===== config.mk =====
export PLATFORM = sky130hd
export DESIGN_NAME = mem_port_arbiter
export DESIGN_NICKNAME = d
export VERILOG_FILES = /design/src/rtl/mem_port_arbiter.sv
export SDC_FILE = /design/constraint.sdc
export NUM_CORES = 1
export LEC_CHECK = 0
export ABC_CLOCK_PERIOD_IN_PS = 2300
export BUFFER_PORTS_ARGS = -buffer_cell sky130_fd_sc_hd__buf_2
export CAP_MARGIN = 25
export CORE_MARGIN = 2
export CORE_UTILIZATION = 40
export CTS_CLUSTER_SIZE = 14
export DETAILED_ROUTE_END_ITERATION = 16
export GPL_ROUTABILITY_DRIVEN = 1
export PLACE_DENSITY = 0.72
export SKIP_CTS_REPAIR_TIMING = 1
export SLEW_MARGIN = 10
export SYNTH_ARGS = -nofsm -noshare
export SYNTH_HDL_FRONTEND = slang
export SYNTH_SLANG_ARGS = --single-unit

===== constraint.sdc =====
create_clock -name clk -period 2.3 [get_ports clk]
set_clock_uncertainty 0.2 [all_clocks]
set_input_delay 0.345 -clock clk [delete_from_list [all_inputs] [get_ports clk]]
set_output_delay 0.345 -clock clk [all_outputs]
set_load 0.05 [all_outputs]

===== src/rtl/mem_port_arbiter.sv =====
// Shares one single-ported memory between fetch and data ports; data wins ties.
// Latency: request seen in IDLE -> mem_req next cycle -> ready one cycle after mem_ack (min 2).
// Backpressure: requester holds req until its ready pulse; pipeline is held via stall/flush meanwhile.
module mem_port_arbiter #(
    parameter logic [2:0]  FETCH_MODE = 3'b010,
    parameter int          TIMEOUT    = 16,
    parameter logic [31:0] ERR_DATA   = 32'h0000_0013
) (
    input  logic        clk,
    input  logic        reset,
    input  logic        if_req,
    input  logic [31:0] if_adrs,
    output logic [31:0] if_rdata,
    output logic        if_ready,
    input  logic        d_req,
    input  logic        d_we,
    input  logic [2:0]  d_mode,
    input  logic [31:0] d_adrs,
    input  logic [31:0] d_wdata,
    output logic [31:0] d_rdata,
    output logic        d_ready,
    output logic        mem_req,
    output logic [31:0] mem_adrs,
    output logic [31:0] mem_wd,
    output logic        mem_we,
    output logic [2:0]  mem_mode,
    input  logic [31:0] mem_rd,
    input  logic        mem_ack,
    output logic        bus_err,
    output logic        stall_F,
    output logic        stall_D,
    output logic        stall_E,
    output logic        stall_M,
    output logic        flush_D,
    output logic        flush_WB
);
    localparam int CW = $clog2(TIMEOUT + 1);

    typedef enum logic [2:0] {IDLE, D_BUSY, D_RESP, F_BUSY, F_RESP} state_t;

    state_t      state_q, state_d;
    logic [31:0] mem_adrs_q, mem_adrs_d;
    logic [31:0] mem_wd_q, mem_wd_d;
    logic        mem_we_q, mem_we_d;
    logic [2:0]  mem_mode_q, mem_mode_d;
    logic [31:0] if_rdata_q, if_rdata_d;
    logic [31:0] d_rdata_q, d_rdata_d;
    logic [CW-1:0] cnt_q, cnt_d;
    logic        err_q, err_d;
    logic        busy, done, data_pend, fetch_pend;
    logic [31:0] resp_data;

    always_comb begin
        state_d    = state_q;
        mem_adrs_d = mem_adrs_q;
        mem_wd_d   = mem_wd_q;
        mem_we_d   = mem_we_q;
        mem_mode_d = mem_mode_q;
        if_rdata_d = if_rdata_q;
        d_rdata_d  = d_rdata_q;
        cnt_d      = '0;
        err_d      = 1'b0;
        busy       = (state_q == D_BUSY) || (state_q == F_BUSY);
        // An ack on the final counted cycle still wins over the timeout.
        done       = mem_ack || (cnt_q == CW'(TIMEOUT - 1));
        resp_data  = mem_ack ? mem_rd : ERR_DATA;

        case (state_q)
            IDLE: begin
                if (d_req) begin
                    state_d    = D_BUSY;
                    mem_adrs_d = d_adrs;
                    mem_wd_d   = d_wdata;
                    mem_we_d   = d_we;
                    mem_mode_d = d_mode;
                end else if (if_req) begin
                    state_d    = F_BUSY;
                    mem_adrs_d = if_adrs;
                    mem_wd_d   = '0;
                    mem_we_d   = 1'b0;
                    mem_mode_d = FETCH_MODE;
                end
            end
            D_BUSY, F_BUSY: begin
                if (done) begin
                    state_d  = (state_q == D_BUSY) ? D_RESP : F_RESP;
                    mem_we_d = 1'b0;
                    err_d    = !mem_ack;
                    if (state_q == D_BUSY) d_rdata_d = resp_data;
                    else                   if_rdata_d = resp_data;
                end else begin
                    cnt_d = cnt_q + CW'(1);
                end
            end
            default: state_d = IDLE;
        endcase
    end

    always_ff @(posedge clk) begin
        if (reset) begin
            state_q    <= IDLE;
            mem_adrs_q <= '0;
            mem_wd_q   <= '0;
            mem_we_q   <= 1'b0;
            mem_mode_q <= '0;
            if_rdata_q <= '0;
            d_rdata_q  <= '0;
            cnt_q      <= '0;
            err_q      <= 1'b0;
        end else begin
            state_q    <= state_d;
            mem_adrs_q <= mem_adrs_d;
            mem_wd_q   <= mem_wd_d;
            mem_we_q   <= mem_we_d;
            mem_mode_q <= mem_mode_d;
            if_rdata_q <= if_rdata_d;
            d_rdata_q  <= d_rdata_d;
            cnt_q      <= cnt_d;
            err_q      <= err_d;
        end
    end

    // Stalls are held low while reset is asserted so the pipeline is not frozen by a live req.
    assign data_pend  = !reset && (((state_q == IDLE) && d_req) || (state_q == D_BUSY));
    assign fetch_pend = !reset && (((state_q == IDLE) && if_req && !d_req) ||
                                   (state_q == F_BUSY) ||
                                   ((state_q == D_RESP) && if_req));

    assign mem_req  = busy;
    assign mem_adrs = mem_adrs_q;
    assign mem_wd   = mem_wd_q;
    assign mem_we   = mem_we_q;
    assign mem_mode = mem_mode_q;
    assign if_rdata = if_rdata_q;
    assign d_rdata  = d_rdata_q;
    assign if_ready = (state_q == F_RESP);
    assign d_ready  = (state_q == D_RESP);
    assign bus_err  = err_q;

    assign stall_F  = data_pend || fetch_pend;
    assign stall_D  = data_pend;
    assign stall_E  = data_pend;
    assign stall_M  = data_pend;
    assign flush_WB = data_pend;
    assign flush_D  = fetch_pend && !data_pend;
endmodule


==> results of run 1 <==
kinds of logic (layout without fill, tap and decap cells):
family | after synthesis | after routing | synth area share [%]
compound gates | 176 | 176 | 28.58
flops | 141 | 141 | 51.46
buf+inv | 64 | 395 | 7.436
simple gates | 63 | 63 | 5.908
mux | 32 | 32 | 5.839
fa+ha+maj | 2 | 2 | 0.4561
xor+xnor | 2 | 2 | 0.3194
registers in the layout (all words and copies together), names as in the netlist:
register,cells
mem_we,1
d_rdata,32
mem_mode,3
mem_wd,32
mem_adrs,32
bus_err,1
state_q,3
cnt_q,5
if_rdata,32
report_power, final:
group          total (mW)  switching [mW]  internal, mW
Combinational        1.65            1.13         0.526
Sequential           2.70          0.0866          2.61
Clock                2.89           0.988          1.90
through the flow:
| stage | hold WS (ns) | instances | util [%] | TNS [ns] |
|---|---|---|---|---|
| after global routing | -0.004899 | 987 | 61.64 | 0 |
| final | -0.002515 | 987 | 61.64 | 0 |
| after detailed placement | 0.2441 | 897 | 52.32 | 0 |
| after CTS | -0.07181 | 928 | 57.09 | -0.1040 |
| after global placement | 0.2297 | 897 | 52.32 | 0 |
| after floorplan | 0.2176 | 480 | - | 0 |
path summary, 6_finish.rpt:
path,start,to,slack (ns),depth (start not counted)
hold reg to reg,cnt_q[0],cnt_q[0],0.25,1
hold / removal,mem_rd[11],d_rdata[11],-0.003,2
setup / recovery,state_q[0],flush_D,0.10,4
setup reg to reg,cnt_q[0],if_rdata[11],0.19,7
layout make-up:
class                   count  area, sq um
clock inverters             9        160.2
fillers                  1053         5100
multi-input cells         275         2302
well taps                 176        220.2
inverters                  11        45.04
repair buffers            353         2170
flip-flops and latches    141         2824
clock buffers              22        474.2
placed cells by master (no fill, tap or decap), types with 2 or more instances in the layout:
cell	Yosys	final
buf_2	10	275
dfxtp_1	141	140
clkbuf_1	21	2
clkinv_4	0	4
nor3b_1	2	2
a21oi_1	32	32
o21ai_0	3	3
mux2i_1	32	32
a22o_1	13	13
bufinv_16	0	4
a211oi_2	30	30
a31oi_1	5	3
a31oi_2	0	2
o2bb2ai_1	28	28
a211oi_1	3	2
a32o_1	29	29
a22o_2	21	21
inv_1	9	8
clkbuf_16	0	17
buf_12	0	5
and3_1	2	2
nand2_1	29	29
a221oi_1	4	4
dlygate4sd3_1	0	58
nor2_1	13	13
clkbuf_8	2	3
buf_4	7	14
nand3_1	2	2
a22oi_1	2	2
ha_1	2	2
worst max-delay path, delay by kind of cell (launching register included):
| kind | cells | cell delay (ns) |
|---|---|---|
| flip-flops | 1 | 0.31 |
| AND/OR/NAND/NOR | 3 | 0.61 |
| buffers and inverters | 1 | 0.32 |
per-layer routing:
| layer | routed length [um] | vias to the layer above | track usage (%) |
|---|---|---|---|
| met2 | 8270 | 238 | 34.34 |
| met4 | 522 | 0 | 9.593 |
| li1 | - | 2451 | - |
| met1 | 6720 | 2486 | 25.16 |
| met3 | 1349 | 40 | 6.109 |
| met5 | 0 | - | 0 |
==> flow_summary_export.csv, run 1 <==
group,metric,value,unit
global_routing,antenna_found_initial,0,
status,status,"finished with violations",
yosys,netlist_area,5485,sq um
job,maxCapViolCount,0,
clocking,clock_sinks,141,
timing,fmax,454.7,MHz
worst_hold_path,min_path_type,"in2reg",
timing,whs,-0.002515,ns
yosys,synth_edf_count,0,
yosys,synth-main-ff-cell,"dfxtp_1",
yosys,synth_largest_area_cell,"dfxtp_1",
clocking,cts-root-buf,"clkbuf_16",
global_routing,grt.overflow.total,0,
route,ant_nets,0,
global_routing,grt_first_pass_wirelength,23960,um
placed_design,dp_hpwl,11510,um
final_layout,syn_to_final_growth,49.41,%
route,drt-total-wl,16860,um
power,leakage,3.856,nW
critical_path,cp_common_cell,"nor2_1",
yosys,ys_types,49,
clocking,htree_levels,4,
clocking,insertion_delay,0.41,ns
final_layout,drive_gt1_share,48.34,%
yosys,synth_most_common_cell,"dfxtp_1",
timing,grt_setup_unrepaired,"no",
clocking,ctsLongestPathBuffers,2,
timing,finalHoldViolations,1,
critical_path,cp_cell_sequence,"nor2_1 > nor2_1 > nor4_2 > buf_2",
critical_path,crit_type,"reg2out",
yosys,ys_top_cells_by_count,"dfxtp_1, a21oi_1, mux2i_1, a211oi_2",
route,drc,0,
timing,fin_crit,2.199,ns
yosys,yosysWarnings,0,
timing,setup_viol,0,
yosys,synth_seq_cells,141,
critical_path,critPathMaxFanout,3,
final_layout,nets,938,
clocking,cts_made_buffers,17,
floorplanning,die-area,14670,sq um
floorplanning,die_height,121.1,um
timing,worst_pin_slew,0.5570,ns
final_layout,antennaDiodeCount,0,
route,via_count,5215,
global_routing,grtUsageTotal,20.90,%
yosys,synthesis.nets,619,
global_routing,grt_pass1_vias,4759,
final_layout,final_area,8195,sq um
status,violations,"negative hold slack",
yosys,synth.area.top_cells,"dfxtp_1, a211oi_2, mux2i_1",
clocking,cts_tree,"done",
floorplanning,pin_count,279,
yosys,syn_area_per_cell,11.43,sq um
route,routedWlPerCell,17.08,um
floorplanning,die_x,121.1,um
floorplanning,row_count,42,
floorplanning,core,13300,sq um
global_routing,grt_max_degree,62,
route,drt_first_pass_iters,7,
timing,period_share,95.63,%
placed_design,placed_cell_area,6955,sq um
route,vias_per_cell,5.284,
placed_design,post-place-ws,0.1955,ns
power,irDropWorstVdd,0.5217,mV
critical_path,startpoint_type,"flip-flop",
timing,drv_slew,0,
timing,relSlewSlack,62.86,%
critical_path,cp.required,1.75,ns
yosys,netlist.area_leader.share,51.46,%
yosys,ys_async_sr_fraction,0,%
critical_path,cp.arrival,1.65,ns
critical_path,slowest_delay,0.32,ns
clocking,path_clk_slew,0.06,ns
critical_path,endpoint_kind,"primary output",
placed_design,gp_congestion,0.8184,
yosys,synth_cells,480,
floorplanning,initial_core_util,41.26,%
route,drt_iter0_drc,336,
power,finalPower,7.237,mW
timing,setup_slack,0.1006,ns
placed_design,io_buffer_count,278,
yosys,yosysSeqAreaShare,51.46,%
critical_path,cpMaxStageDelayCell,"buf_2",
power,power_density,883.1,nW/um^2
(Power assumes the default switching activity.)
==> inputs of run 2 (changes only) <==
Settings changed: ABC_AREA from default to 1, PLACE_DENSITY 0.72 to 0.71.
==> run 2 against run 1 <==
  * The flow still finishes with violations (negative hold slack)
  * Worst setup slack got worse by 0.017 ns
  * Utilization down 3.8 points
  * Clock power fell by 8.3%
  * Cell count increased by 31%
  * Clock-buffer cell count is 5 lower
  * Via count rose by 16%
  * First-iteration DRC count down 5.1%
  * Worst hold slack worse by 0.012 ns
  * Combinational power shrank 5%
  * Routed wire length increased by 4.0%
  * Sequential share of layout area is 0.76 points higher
  * Highest routed layer unchanged
==> flow_summary_export.csv, run 2 <==
group,metric,value,unit
critical_path,r2r_end,"if_rdata[1]",
yosys,syn_area_per_cell,6.959,sq um
floorplanning,die_x,123.2,um
global_routing,antenna_found_initial,1,
timing,fmax,451.2,MHz
timing,fin_crit,2.217,ns
final_layout,syn_to_final_growth,41.15,%
timing,tns,0,ns
clocking,cts_made_buffers,17,
global_routing,grt_max_degree,77,
final_layout,final_cell_mix,"nand2_1, buf_2, dfxtp_1",
critical_path,r2r_cells,10,
final_layout,drive_gt1_share,30.38,%
yosys,synth-main-ff-cell,"dfxtp_1",
critical_path,cp.required,1.75,ns
floorplanning,die-area,15180,sq um
yosys,netlist.area_leader.share,49.65,%
route,ant_nets,0,
floorplanning,initial_core_util,40.96,%
yosys,synth.area.top_cells,"dfxtp_1, nand2_1, a21oi_1",
critical_path,startpoint_type,"flip-flop",
route,wl_met3,1621,um
timing,setup_viol,0,
floorplanning,pin_count,279,
clocking,path_clk_slew,0.06,ns
yosys,synth_cells,817,
power,leakage,4.098,nW
global_routing,grtUsageTotal,22.19,%
route,via_count,6061,
yosys,yosysSeqAreaShare,49.65,%
yosys,ys_async_sr_fraction,0,%
route,routedWlPerCell,13.53,um
floorplanning,core,13880,sq um
global_routing,grt_first_pass_wirelength,26520,um
placed_design,gp_congestion,0.8303,
yosys,yosysWarnings,0,
timing,worst_pin_slew,0.8183,ns
power,irDropWorstVdd,0.4568,mV
yosys,synth_edf_count,0,
route,route.met2.wl,8661,um
route,drt_first_pass_iters,4,
timing,period_share,96.37,%
yosys,synthesis.nets,956,
final_layout,nets,1243,
timing,relSlewSlack,45.45,%
status,violations,"negative hold slack",
clocking,htree_levels,4,
yosys,synth_most_common_cell,"nand2_1",
route,drc,0,
critical_path,endpoint_kind,"primary output",
critical_path,cp.arrival,1.67,ns
route,wl_met1,7097,um
yosys,netlist_area,5685,sq um
yosys,synth_seq_cells,141,
timing,whs,-0.01469,ns
critical_path,critPathMaxFanout,5,
route,top_layer,"met4",
clocking,ctsLongestPathBuffers,2,
route,vias_per_cell,4.673,
status,status,"finished with violations",
power,power_density,857.8,nW/um^2
worst_hold_path,min_from,"d_wdata[17]",
floorplanning,row_count,43,
final_layout,final_common_cell,"nand2_1",
clocking,cts-root-buf,"clkbuf_16",
route,drt_iter0_drc,319,
worst_hold_path,hold_path_depth,3,
route,drt-total-wl,17540,um
clocking,insertion_delay,0.41,ns
global_routing,grt.overflow.total,0,
placed_design,io_buffer_count,278,
yosys,ys_types,24,
critical_path,crit_type,"reg2out",
power,finalPower,6.884,mW
timing,finalHoldViolations,5,
placed_design,dp_hpwl,12300,um
worst_hold_path,whs_endpoint,"mem_wd[17]",
clocking,cts_tree,"done",
yosys,synth_largest_area_cell,"dfxtp_1",
job,maxCapViolCount,0,
worst_hold_path,min_path_type,"in2reg",
critical_path,rr_startpoint,"cnt_q[0]",
global_routing,grt_pass1_vias,5601,
yosys,ys_top_cells_by_count,"nand2_1, dfxtp_1, a21oi_1, inv_1, buf_2",
floorplanning,die_height,123.2,um
clocking,clock_sinks,141,
critical_path,reg2reg_slack,0.33,ns
timing,grt_setup_unrepaired,"yes",
timing,drv_slew,0,
run 2: per-stage QoR:
step	setup WS, ns	cells	utilization, %	area (sq um)
global route	-0.03390	1297	57.82	8025
detailed placement	0.3327	1238	51.58	7159
global placement	0.4193	1238	51.58	7159
CTS	-0.05514	1269	55.70	7731
floorplan	0.1478	817	-	5685
finish	0.08344	1297	57.82	8025
run 2: cells by family (layout without fill, tap and decap cells):
logic type,after synthesis,count (layout),synth area share [%]
flip-flops,141,141,49.65
adder cells (fa/ha/maj),2,2,0.4401
AO/OA/AOI/OAI,140,140,12.41
buffers and inverters,104,403,8.143
XOR/XNOR,1,1,0.1541
AND/OR/NAND/NOR,429,429,29.20
other,0,1,0
run 2: layer usage:
metal  global-route usage, %  vias to the layer above
met2                   39.46                      185
li1                        -                     3111
met1                   24.21                     2753
met3                   8.902                       12
met4                   6.463                        0
met5                       0                        -
run 2: worst max-delay path, cell delays in order, from the launching register on:
cell,delay [ns]
dfxtp_2,0.36
nor2_4,0.16
nand2_1,0.12
nor2_4,0.10
o21ai_0,0.07
buf_4,0.15
inv_1,0.10
buf_4,0.21
run 2: layout make-up:
type | instances | area (sq um)
diodes | 1 | 2.502
clock buffers | 17 | 425.4
clock inverters | 14 | 146.4
fillers | 1402 | 5856
inverters | 50 | 187.7
multi-input cells | 572 | 2407
flip-flops and latches | 141 | 2826
well taps | 180 | 225.2
repair buffers | 322 | 1804
run 2: report_power, final:
| part | leakage (nW) | internal, mW | switching [mW] |
|---|---|---|---|
| combinational | 2.67 | 0.416 | 1.14 |
| clock | 0.275 | 1.59 | 1.06 |
| sequential | 1.15 | 2.60 | 0.0803 |
| total | 4.10 | 4.61 | 2.28 |
run 2: worst max-delay path by stage:
stage                           from           to  slack [ns]  cells past startpoint
after floorplan           state_q[1]      d_ready        0.15                      2
after global placement    state_q[2]     flush_WB        0.42                      7
after detailed placement    cnt_q[0]  d_rdata[17]        0.33                     10
after CTS                 state_q[2]      stall_D       -0.06                      7
after global routing      state_q[2]     flush_WB       -0.03                      7
final                     state_q[2]      stall_E        0.08                      7
==> inputs of run 3 (changes only) <==
Settings changed: CORE_ASPECT_RATIO from default to 1.25.
==> run 3 against run 2 <==
  * The run still ends with negative hold slack left
  * First-iteration DRC count increased by 20%
  * Cell count decreased by 0.23%
  * Global-route usage decreased by 0.70 points
  * Largest cell class unchanged
  * Highest routed layer unchanged
==> flow_summary_export.csv, run 3 (synthesis results as in run 2) <==
group,metric,value,unit
route,routedWlPerCell,13.45,um
floorplanning,die_x,110.6,um
critical_path,cp.arrival,1.65,ns
floorplanning,die-area,15190,sq um
critical_path,worst-path-buf-inv,3,
power,irDropWorstVdd,0.5596,mV
timing,period_share,95.26,%
route,vias_per_cell,4.692,
global_routing,grt_first_pass_wirelength,26330,um
floorplanning,die_height,137.3,um
clocking,cts-root-buf,"clkbuf_16",
clocking,cts_made_buffers,17,
clocking,ctsLongestPathBuffers,2,
final_layout,final_area,8109,sq um
global_routing,grt_pass1_vias,5358,
critical_path,r2r_cells,10,
worst_hold_path,min_from,"d_wdata[2]",
final_layout,nets,1247,
final_layout,final_common_cell,"nand2_1",
timing,relSlewSlack,53.43,%
critical_path,endpoint_kind,"primary output",
final_layout,final_cell_mix,"nand2_1, buf_2, dfxtp_1",
critical_path,cpMaxStageDelayCell,"dfxtp_1",
floorplanning,pin_count,279,
route,drc,0,
clocking,path_clk_slew,0.06,ns
final_layout,ff_latch_area,2825,sq um
floorplanning,core,13870,sq um
critical_path,cpLargestDelayFamily,"buffers and inverters",
critical_path,slowest_delay,0.31,ns
global_routing,grt.overflow.total,0,
global_routing,antenna_found_initial,2,
critical_path,r2r_end,"if_rdata[24]",
timing,whs,-0.01064,ns
final_layout,syn_to_final_growth,42.63,%
clocking,htree_levels,4,
route,ant_nets,0,
critical_path,startpoint_type,"flip-flop",
placed_design,placed_cell_area,7191,sq um
worst_hold_path,whs_endpoint,"mem_wd[2]",
final_layout,n_fill_cell,1346,
placed_design,dp_hpwl,11720,um
timing,fin_crit,2.191,ns
status,status,"finished with violations",
route,drt_iter0_drc,383,
timing,fmax,456.4,MHz
timing,setup_viol,0,
timing,worst_pin_slew,0.6985,ns
clocking,insertion_delay,0.40,ns
clocking,clock_sinks,141,
global_routing,grtUsageTotal,21.48,%
route,drt-total-wl,17400,um
critical_path,cp_cell_sequence,"inv_1 > nand2_1 > nor2_4 > o21ai_2 > inv_2 > buf_2",
floorplanning,initial_core_util,40.98,%
placed_design,gp_congestion,0.7910,
final_layout,multi_input_area,2409,sq um
job,maxCapViolCount,0,
placed_design,io_buffer_count,278,
critical_path,reg2reg_slack,0.22,ns
worst_hold_path,hold_path_depth,3,
timing,drv_slew,0,
critical_path,crit_type,"reg2out",
status,violations,"negative hold slack",
critical_path,critPathMaxFanout,6,
route,drt_first_pass_iters,5,
global_routing,grt_max_degree,68,
route,via_count,6072,
final_layout,drive_gt1_share,30.23,%
critical_path,cp.required,1.75,ns
floorplanning,row_count,48,
timing,finalHoldViolations,1,
power,power_density,864.4,nW/um^2
worst_hold_path,min_path_type,"in2reg",
power,leakage,4.137,nW
critical_path,rr_startpoint,"cnt_q[0]",
clocking,cts_tree,"done",
## run 3: changes by cell type in the layout (fill, tap and decap cells not counted), sizes merged
cell         previous run  this run
clkinv                  8         4
bufinv                  2         3
buf                   294       295
dlygate4sd3            27        31
## run 3: area by class of cell
class / instances / area share (%)
flip-flops and latches: 141 / 34.84
multi-input cells: 572 / 29.70
repair buffers: 326 / 23.21
clock buffers: 18 / 5.416
well taps: 175 / 2.700
inverters: 50 / 2.314
clock inverters: 11 / 1.790
diodes: 1 / 0.03086
## run 3: power breakdown
group	total (mW)	leakage, nW	switching, mW	internal [mW]
clock network	2.75	0.280	1.03	1.71
registers	2.67	1.15	0.0732	2.60
logic	1.59	2.71	1.16	0.434
total	7.01	4.14	2.26	4.75
## run 3: stage by stage
| step | utilization, % | TNS, ns | total power, mW | setup slack [ns] | std cells |
|---|---|---|---|---|---|
| floorplan | - | 0 | 3.838 | 0.1478 | 817 |
| global placement | 51.83 | 0 | 4.258 | 0.3282 | 1233 |
| detailed placement | 51.83 | 0 | 4.266 | 0.2272 | 1233 |
| CTS | 56.04 | -0.5517 | 7.020 | -0.1291 | 1262 |
| global route | 58.45 | -0.0001407 | 7.333 | -0.0001407 | 1294 |
| finish | 58.45 | 0 | 7.009 | 0.1089 | 1294 |
## run 3: metal layers
metal	global-route usage, %	wire length (um)
met3	7.831	1450
met5	0	0
met4	7.569	335
met2	36.71	8523
met1	25.02	7092
## run 3: how the worst max path moves through the flow
stage                     from      endpoint  slack (ns)  cells after the start
finish              state_q[1]       stall_D        0.11                      6
global route        state_q[2]       flush_D     -0.0001                      7
CTS                 state_q[2]      flush_WB       -0.13                      6
detailed placement    cnt_q[0]  if_rdata[24]        0.23                     10
global placement      cnt_q[0]  if_rdata[26]        0.33                     10
floorplan           state_q[1]       d_ready        0.15                      2
## run 3: worst register-to-register path: cells and delay by family (launching register included)
family	cells	cell delay (ns)
and+or+nand+nor	5	0.60
adders and majority gates	2	0.41
buffers and inverters	2	0.34
DFF	1	0.33
AOI/OAI and AO/OA	1	0.13
